$ cat config.mk
export PLATFORM = sky130hd
export DESIGN_NAME = collatz_sweep
export DESIGN_NICKNAME = d
export VERILOG_FILES = /design/src/rtl/collatz_sweep.sv
export SDC_FILE = /design/constraint.sdc
export NUM_CORES = 1
export LEC_CHECK = 0
export ABC_AREA = 1
export CAP_MARGIN = 20
export CELL_PAD_IN_SITES_DETAIL_PLACEMENT = 0
export CELL_PAD_IN_SITES_GLOBAL_PLACEMENT = 1
export CORE_MARGIN = 2
export CORE_UTILIZATION = 40
export DETAILED_ROUTE_END_ITERATION = 7
export GPL_ROUTABILITY_DRIVEN = 0
export PLACE_DENSITY_LB_ADDON = 0.2
export SLEW_MARGIN = 5
export SYNTH_ARGS = -nofsm -noshare
export SYNTH_HDL_FRONTEND = slang
export SYNTH_SLANG_ARGS = --single-unit
$ cat constraint.sdc
create_clock -name ap_clk -period 28.4 [get_ports ap_clk]
set_clock_uncertainty 0.1 [all_clocks]
set_input_delay 4.26 -clock ap_clk [delete_from_list [all_inputs] [get_ports ap_clk]]
set_output_delay 4.26 -clock ap_clk [all_outputs]
set_load 0.005 [all_outputs]
$ cat src/rtl/collatz_sweep.sv
// Caller-side sweep controller: drives one collatz core over an inclusive input
// range and reports the peak result, the earliest input producing it, and the call count.
module collatz_sweep #(
  parameter int W = 32
) (
  input  logic         ap_clk,
  input  logic         ap_rst,
  input  logic         ap_start,
  output logic         ap_done,
  output logic         ap_idle,
  output logic         ap_ready,
  input  logic [W-1:0] ap_lo,
  input  logic [W-1:0] ap_hi,
  output logic [W-1:0] ap_return,
  output logic [W-1:0] ap_argmax,
  output logic [W:0]   ap_count,
  output logic         c_start,
  output logic [W-1:0] c_n,
  input  logic         c_done,
  input  logic         c_idle,
  input  logic [W-1:0] c_return
);

  typedef enum logic [2:0] {
    S_IDLE   = 3'd0,
    S_ISSUE  = 3'd1,
    S_WAIT   = 3'd2,
    S_FINISH = 3'd3
  } state_t;

  state_t       state_q, state_d;
  logic [W-1:0] cur_q, cur_d;
  logic [W-1:0] hi_q, hi_d;
  logic [W-1:0] max_q, max_d;
  logic [W-1:0] arg_q, arg_d;
  logic [W:0]   cnt_q, cnt_d;

  logic         ap_done_d, ap_ready_d, c_start_d;
  logic [W-1:0] ap_return_d, ap_argmax_d, c_n_d;
  logic [W:0]   ap_count_d;

  assign ap_idle = (state_q == S_IDLE);

  always_ff @(posedge ap_clk or posedge ap_rst) begin
    if (ap_rst) begin
      state_q   <= S_IDLE;
      cur_q     <= '0;
      hi_q      <= '0;
      max_q     <= '0;
      arg_q     <= '0;
      cnt_q     <= '0;
      ap_done   <= 1'b0;
      ap_ready  <= 1'b1;
      ap_return <= '0;
      ap_argmax <= '0;
      ap_count  <= '0;
      c_start   <= 1'b0;
      c_n       <= '0;
    end else begin
      state_q   <= state_d;
      cur_q     <= cur_d;
      hi_q      <= hi_d;
      max_q     <= max_d;
      arg_q     <= arg_d;
      cnt_q     <= cnt_d;
      ap_done   <= ap_done_d;
      ap_ready  <= ap_ready_d;
      ap_return <= ap_return_d;
      ap_argmax <= ap_argmax_d;
      ap_count  <= ap_count_d;
      c_start   <= c_start_d;
      c_n       <= c_n_d;
    end
  end

  always_comb begin
    state_d     = state_q;
    cur_d       = cur_q;
    hi_d        = hi_q;
    max_d       = max_q;
    arg_d       = arg_q;
    cnt_d       = cnt_q;
    ap_done_d   = ap_done;
    ap_ready_d  = ap_ready;
    ap_return_d = ap_return;
    ap_argmax_d = ap_argmax;
    ap_count_d  = ap_count;
    c_start_d   = c_start;
    c_n_d       = c_n;

    case (state_q)
      S_IDLE: begin
        if (ap_start) begin
          cur_d      = ap_lo;
          hi_d       = ap_hi;
          max_d      = '0;
          cnt_d      = '0;
          arg_d      = ap_lo;
          ap_done_d  = 1'b0;
          ap_ready_d = 1'b0;
          if (ap_lo > ap_hi) begin
            state_d = S_FINISH;
          end else begin
            c_n_d     = ap_lo;
            c_start_d = 1'b1;
            state_d   = S_ISSUE;
          end
        end
      end

      // Callee dropping idle is the only proof it took this call; until then
      // any done it shows belongs to the previous call.
      S_ISSUE: begin
        c_start_d = 1'b1;
        if (!c_idle) begin
          c_start_d = 1'b0;
          state_d   = S_WAIT;
        end
      end

      // End test precedes the increment so hi = all-ones never wraps.
      S_WAIT: begin
        if (c_done && c_idle) begin
          cnt_d = cnt_q + 1'b1;
          if (c_return > max_q) begin
            max_d = c_return;
            arg_d = cur_q;
          end
          if (cur_q == hi_q) begin
            state_d = S_FINISH;
          end else begin
            cur_d     = cur_q + 1'b1;
            c_n_d     = cur_q + 1'b1;
            c_start_d = 1'b1;
            state_d   = S_ISSUE;
          end
        end
      end

      S_FINISH: begin
        ap_return_d = max_q;
        ap_argmax_d = arg_q;
        ap_count_d  = cnt_q;
        ap_done_d   = 1'b1;
        ap_ready_d  = 1'b1;
        state_d     = S_IDLE;
      end

      default: begin
        state_d   = S_IDLE;
        c_start_d = 1'b0;
      end
    endcase
  end

endmodule

# Word-level counts from Yosys, hierarchy flattened
# Index checks and enable logic that the tools add are counted.
classes:
  addsub: 2
  order_cmp: 2
  n_eq_ne: 10
  mux: 31
  bitwise_logic: 1
  reduce_logical: 12
ops:
  columns: ["op", "count"]
  rows:
  - ["$mux 32", 10]
  - ["$pmux 32 s2", 4]
  - ["$mux 33", 2]
  - ["$pmux 33 s2", 1]
  - ["$gt 32x32->1", 2]
  - ["$add 33x1->33 const B", 1]
  - ["$add 32x1->32 const B", 1]
  - ["$eq 32x32->1", 1]
  - ["$ne 2x2->1 const B", 6]
  - ["$reduce_and 5->1", 2]
  - ["$mux 3", 3]
  - ["$pmux 3 s3", 1]
  - ["$reduce_and 4->1", 2]
  - ["$eq 3x2->1 const B", 2]
  - ["$mux 1", 6]
  - ["$reduce_and 3->1", 2]
  - ["$mux 2", 2]
  - ["$pmux 1 s4", 1]
  - ["$reduce_and 2->1", 2]
  - ["$reduce_bool 2->1", 2]
  - ["$eq 3x1->1 const B", 1]
  - ["$logic_not 3->1", 1]
  - ["$pmux 1 s2", 1]
  - ["$logic_and 1x1->1", 1]
  - ["$not 1->1", 1]
totals:
  register_bits: 296
  in_bits: 101
  output_inout_bits: 133
  wordCells: 71

# Longest topological paths before layout
logic_depth:
  ltp_word: 4
  depth_mapped: 19
  mapped_depth_nobuf: 18

# Worst setup path after synthesis
# Ideal clock, no wire load.
synth_timing:
  kind: "input -> register"
  start: "input port ap_hi[31]"
  end: "register c_n[21]"
  setup_ps: 117
  arrival_time_ps: 5685
  t_required_ps: 28183
  path_slack_ps: 22498
  stages: 12
  path_buffers: 1
  cell_sequence: "inv_1 > ha_1 > nand2_1 > nor2_1 > nand2_1 > nor4_1 > a21oi_1 > nand2_1 > nand2_2 > buf_4 > nand2_1 > nand2_1"
synth_via:
  elab_chain_len: 3
synth_lines:
  columns: ["item", "line_no", "source"]
  rows:
  - ["from (decl)", "13", "input logic [W-1:0] ap_hi,"]
  - ["$gt 32x32->1", "101", "if (ap_lo > ap_hi) begin"]
  - ["$ne 2x2->1 (no source line)", null, null]
  - ["$reduce_and 5->1 (no source line)", null, null]
  - ["to (signal assigned)", "72", "c_n <= c_n_d;"]
  - ["to (decl)", "18", "output logic [W-1:0] c_n,"]
# Every way passes these cells.
# A chain may end at the register's enable or synchronous reset.

# Worst setup path in the final report
layout_timing:
  start: "input port c_idle"
  end: "register c_n[9]"
layout_via:
  elab_chain_len: 3
layout_lines:
  columns: ["item", "line_no", "source"]
  rows:
  - ["from (decl)", "20", "input logic c_idle,"]
  - ["$logic_and 1x1->1", "123", "if (c_done && c_idle) begin"]
  - ["$ne 2x2->1 (no source line)", null, null]
  - ["$reduce_and 5->1 (no source line)", null, null]
# Every way passes these cells.

==> flow_metrics.env <==
export IMPL_outcome="finished clean"
export IMPL_criticalPathCategory="input port to flop"
export IMPL_yosys_top_cells_area="dfrtp_1 (47%), nand2_1 (17%), inv_1 (5.4%)"
export IMPL_setup_ws_ns=20.80
export IMPL_reg2regPathDepth=11
export IMPL_start_kind="input port"
export IMPL_dieArea_um2=40520
export IMPL_post_cts_resize_count=0
export IMPL_cpLargestDelayFamily="buffers and inverters"
export IMPL_crit_fanout=97
export IMPL_fin_crit_sh_pct=26.77
export IMPL_hold_violations=0
export IMPL_r2r_end="c_n[9]"
export IMPL_async_reset_ff_share_pct=100.0
export IMPL_antenna_left=0
export IMPL_synth_commonest_cells="nand2_1 (708), dfrtp_1 (294), inv_1 (224)"
export IMPL_postSynthCellCount=2039
export IMPL_clk_latency_ns=0.55
export IMPL_grt_pass1_wl_um=76170
export IMPL_cts_root_buf="clkbuf_16"
export IMPL_dp_hpwl_um=35290
export IMPL_setup_viol=0
export IMPL_syn_num_nets=2206
export IMPL_ys_ff_latch=295
export IMPL_met2_length_um=21360
export IMPL_arrival_ns=7.92
export IMPL_max_slew_margin_rel_pct=34.63
export IMPL_ir_drop_mv=0.05002
export IMPL_cts_clk_slew_worst_paths_ns=0.06
export IMPL_grt_antenna_before_repair=1
export IMPL_max_cap_viol_count=0
export IMPL_fin_tns_setup_ns=0
export IMPL_die_w_um=201.3
export IMPL_fin_util_pct=50.41
export IMPL_portBuffers=233
export IMPL_syn_avg_cell_area_um2=7.636
export IMPL_rsz0062_at_grt="no"
export IMPL_grt_max_degree=99
export IMPL_grt_usage_pct=23.97
export IMPL_fin_crit_ns=7.601
export IMPL_ys_flop_type="dfrtp_1"
export IMPL_core_area_um2=38560
export IMPL_yosysTopAreaCell="dfrtp_1"
export IMPL_final_nets=2406
export IMPL_rows=72
export IMPL_hold_start="arg_q[5]"
export IMPL_wl_met1_um=22490
export IMPL_grt_pass1_vias=13585
export IMPL_syn2layout_area_growth_pct=24.84
export IMPL_drv_slew=0
export IMPL_reg2reg_slack_ns=23.96
export IMPL_cts_hold_buf=0
export IMPL_max_freq_mhz=131.6
export IMPL_viasPerCell=5.015
export IMPL_hold_path_depth=2
export IMPL_yosysWarnings=0
export IMPL_synth_top_area_share_pct=47.25
export IMPL_worst_pin_slew_ns=0.9806
export IMPL_cpPeakStageDelay_ns=0.75
export IMPL_r2r_start="state_q[0]"
export IMPL_synth_edff_count=0
export IMPL_hold_end="ap_argmax[5]"
export IMPL_drtPass1Iterations=6
export IMPL_grt_overflow_total=0
export IMPL_htree_levels=2
export IMPL_p_per_area_nw_per_um2=99.52
export IMPL_endpoint_kind="flop"
export IMPL_clockBufferDepth=3
export IMPL_synth_most_common_cell="nand2_1"
export IMPL_drt_iter0_markers=1101
export IMPL_post_cts_setup_buffers=0
export IMPL_yosysUniqueCellTypes=43
export IMPL_critPathSlowestCell="buf_4"
export IMPL_crit_buf_inv=4
export IMPL_hold_path_class="flop to flop"
export IMPL_fp_dieH_um=201.3
export IMPL_wl_met3_um=3167
export IMPL_place_ws_ns=20.22
export IMPL_num_vias=13956
export IMPL_syn_area_um2=15570
export IMPL_layout_drive_gt1_share_pct=4.154
export IMPL_fillCellCount=3941
export IMPL_leakagePower_nw=9.480
export IMPL_cts_buffers=35
export IMPL_drt_wl_total_um=48150
export IMPL_initial_utilization_pct=40.38
export IMPL_wl_per_cell_um=17.30
export IMPL_routed_top_layer="met4"
export IMPL_cts_tree="yes"
export IMPL_ios=234
export IMPL_yosysSeqAreaShare_pct=47.42
export IMPL_drc=0
export IMPL_path_cells="clkdlybuf4s50_1, nand2_1, nand2_2, nand2_2, nor2_8, buf_4, inv_2, nor2_4, buf_4, nand2_2, nand2_1, nand2_1"
export IMPL_cts_sinks=295
export IMPL_power_w=0.001934
export IMPL_critPathRequiredTime_ns=28.72
## worst min-delay path: stages (launching register included)
cell and delay [ns]:
dfrtp_1 0.34, nand2_1 0.05, nand2_1 0.04
## registers in the layout (all words and copies together) (netlist names)
register and flops:
ap_argmax 32, ap_done 1, hi_q 32, ap_ready 1, c_start 1, ap_return 32, ap_count 33, state_q 2
c_n 32, cur_q 32, arg_q 32, max_q 32, cnt_q 33
## through the flow
stage                     hold slack, ns  std cells  cell area (um^2)
final                             0.3664       2783             19440
after global routing              0.3851       2781             19430
after CTS                         0.3689       2781             19430
after detailed placement          0.3538       2720             18290
after global placement            0.3512       2719             18270
after floorplan                   0.3419       2039             15570
## cells in the final DEF (no fill, tap or decap), drive strengths merged, types with 2 or more instances in the layout
cell | Yosys | final
nand2 | 712 | 712
dfrtp | 294 | 294
clkdlybuf4s50 | 0 | 233
inv | 229 | 229
o21ai | 198 | 198
nand3 | 147 | 147
nor2 | 128 | 128
ha | 66 | 66
clkbuf | 44 | 53
a21oi | 48 | 48
nor3 | 45 | 45
nand4 | 26 | 26
xor2 | 21 | 21
buf | 39 | 13
nor4 | 6 | 6
o21a | 6 | 6
clkinv | 1 | 6
xnor2 | 4 | 4
o211ai | 4 | 4
and3 | 3 | 3
diode | 0 | 2
or2 | 2 | 2
a21o | 2 | 2
nand3b | 2 | 2
o2111ai | 2 | 2
o221ai | 2 | 2
bufinv | 0 | 2
## how the worst max path moves through the flow
stage           start            to  slack [ns]  depth (start not counted)
2_1_floorplan  ap_rst  ap_argmax[0]       15.89                          1
6_report       c_idle        c_n[9]       20.80                         12
5_1_grt        c_idle       c_n[10]       20.41                         12
3_5_place_dp   c_idle       c_n[24]       20.22                         12
3_3_place_gp   c_idle       c_n[25]       20.32                         12
4_1_cts        c_idle        c_n[9]       20.78                         12
## layer usage
metal	vias up	GRT usage, %
met2	418	37.20
met4	0	6.985
met3	72	4.211
li1	6926	-
met5	-	0
met1	6540	34.40
## report_power, final
group / internal [W] / switching [W] / leakage [nW]
combinational: 0.000292 / 0.000505 / 5.08
clock: 0.000272 / 0.000179 / 0.559
sequential: 0.000572 / 0.000113 / 3.84
total: 0.00114 / 0.000798 / 9.48
## final cells by class
class / instances / area (um^2) / area share, %
inverter: 230 / 870.8 / 4.480
antenna: 2 / 5.005 / 0.02575
clock inverter: 8 / 96.34 / 0.4957
clock buffer: 53 / 1046 / 5.381
tap: 518 / 648.1 / 3.334
timing repair buffer: 246 / 2442 / 12.57
sequential: 295 / 7383 / 37.99
multi-input combinational: 1431 / 6945 / 35.73
## kinds of logic (layout without fill, tap and decap cells)
family	after synthesis	count (layout)	share of synthesized area [%]
flip-flops	295	295	47.42
buffers and inverters	313	537	8.068
other	0	2	0
AO/OA/AOI/OAI	269	269	9.049
XOR/XNOR	25	25	1.406
adder cells (fa/ha/maj)	66	66	5.304
AND/OR/NAND/NOR	1071	1071	28.75
(Power assumes the default switching activity.)
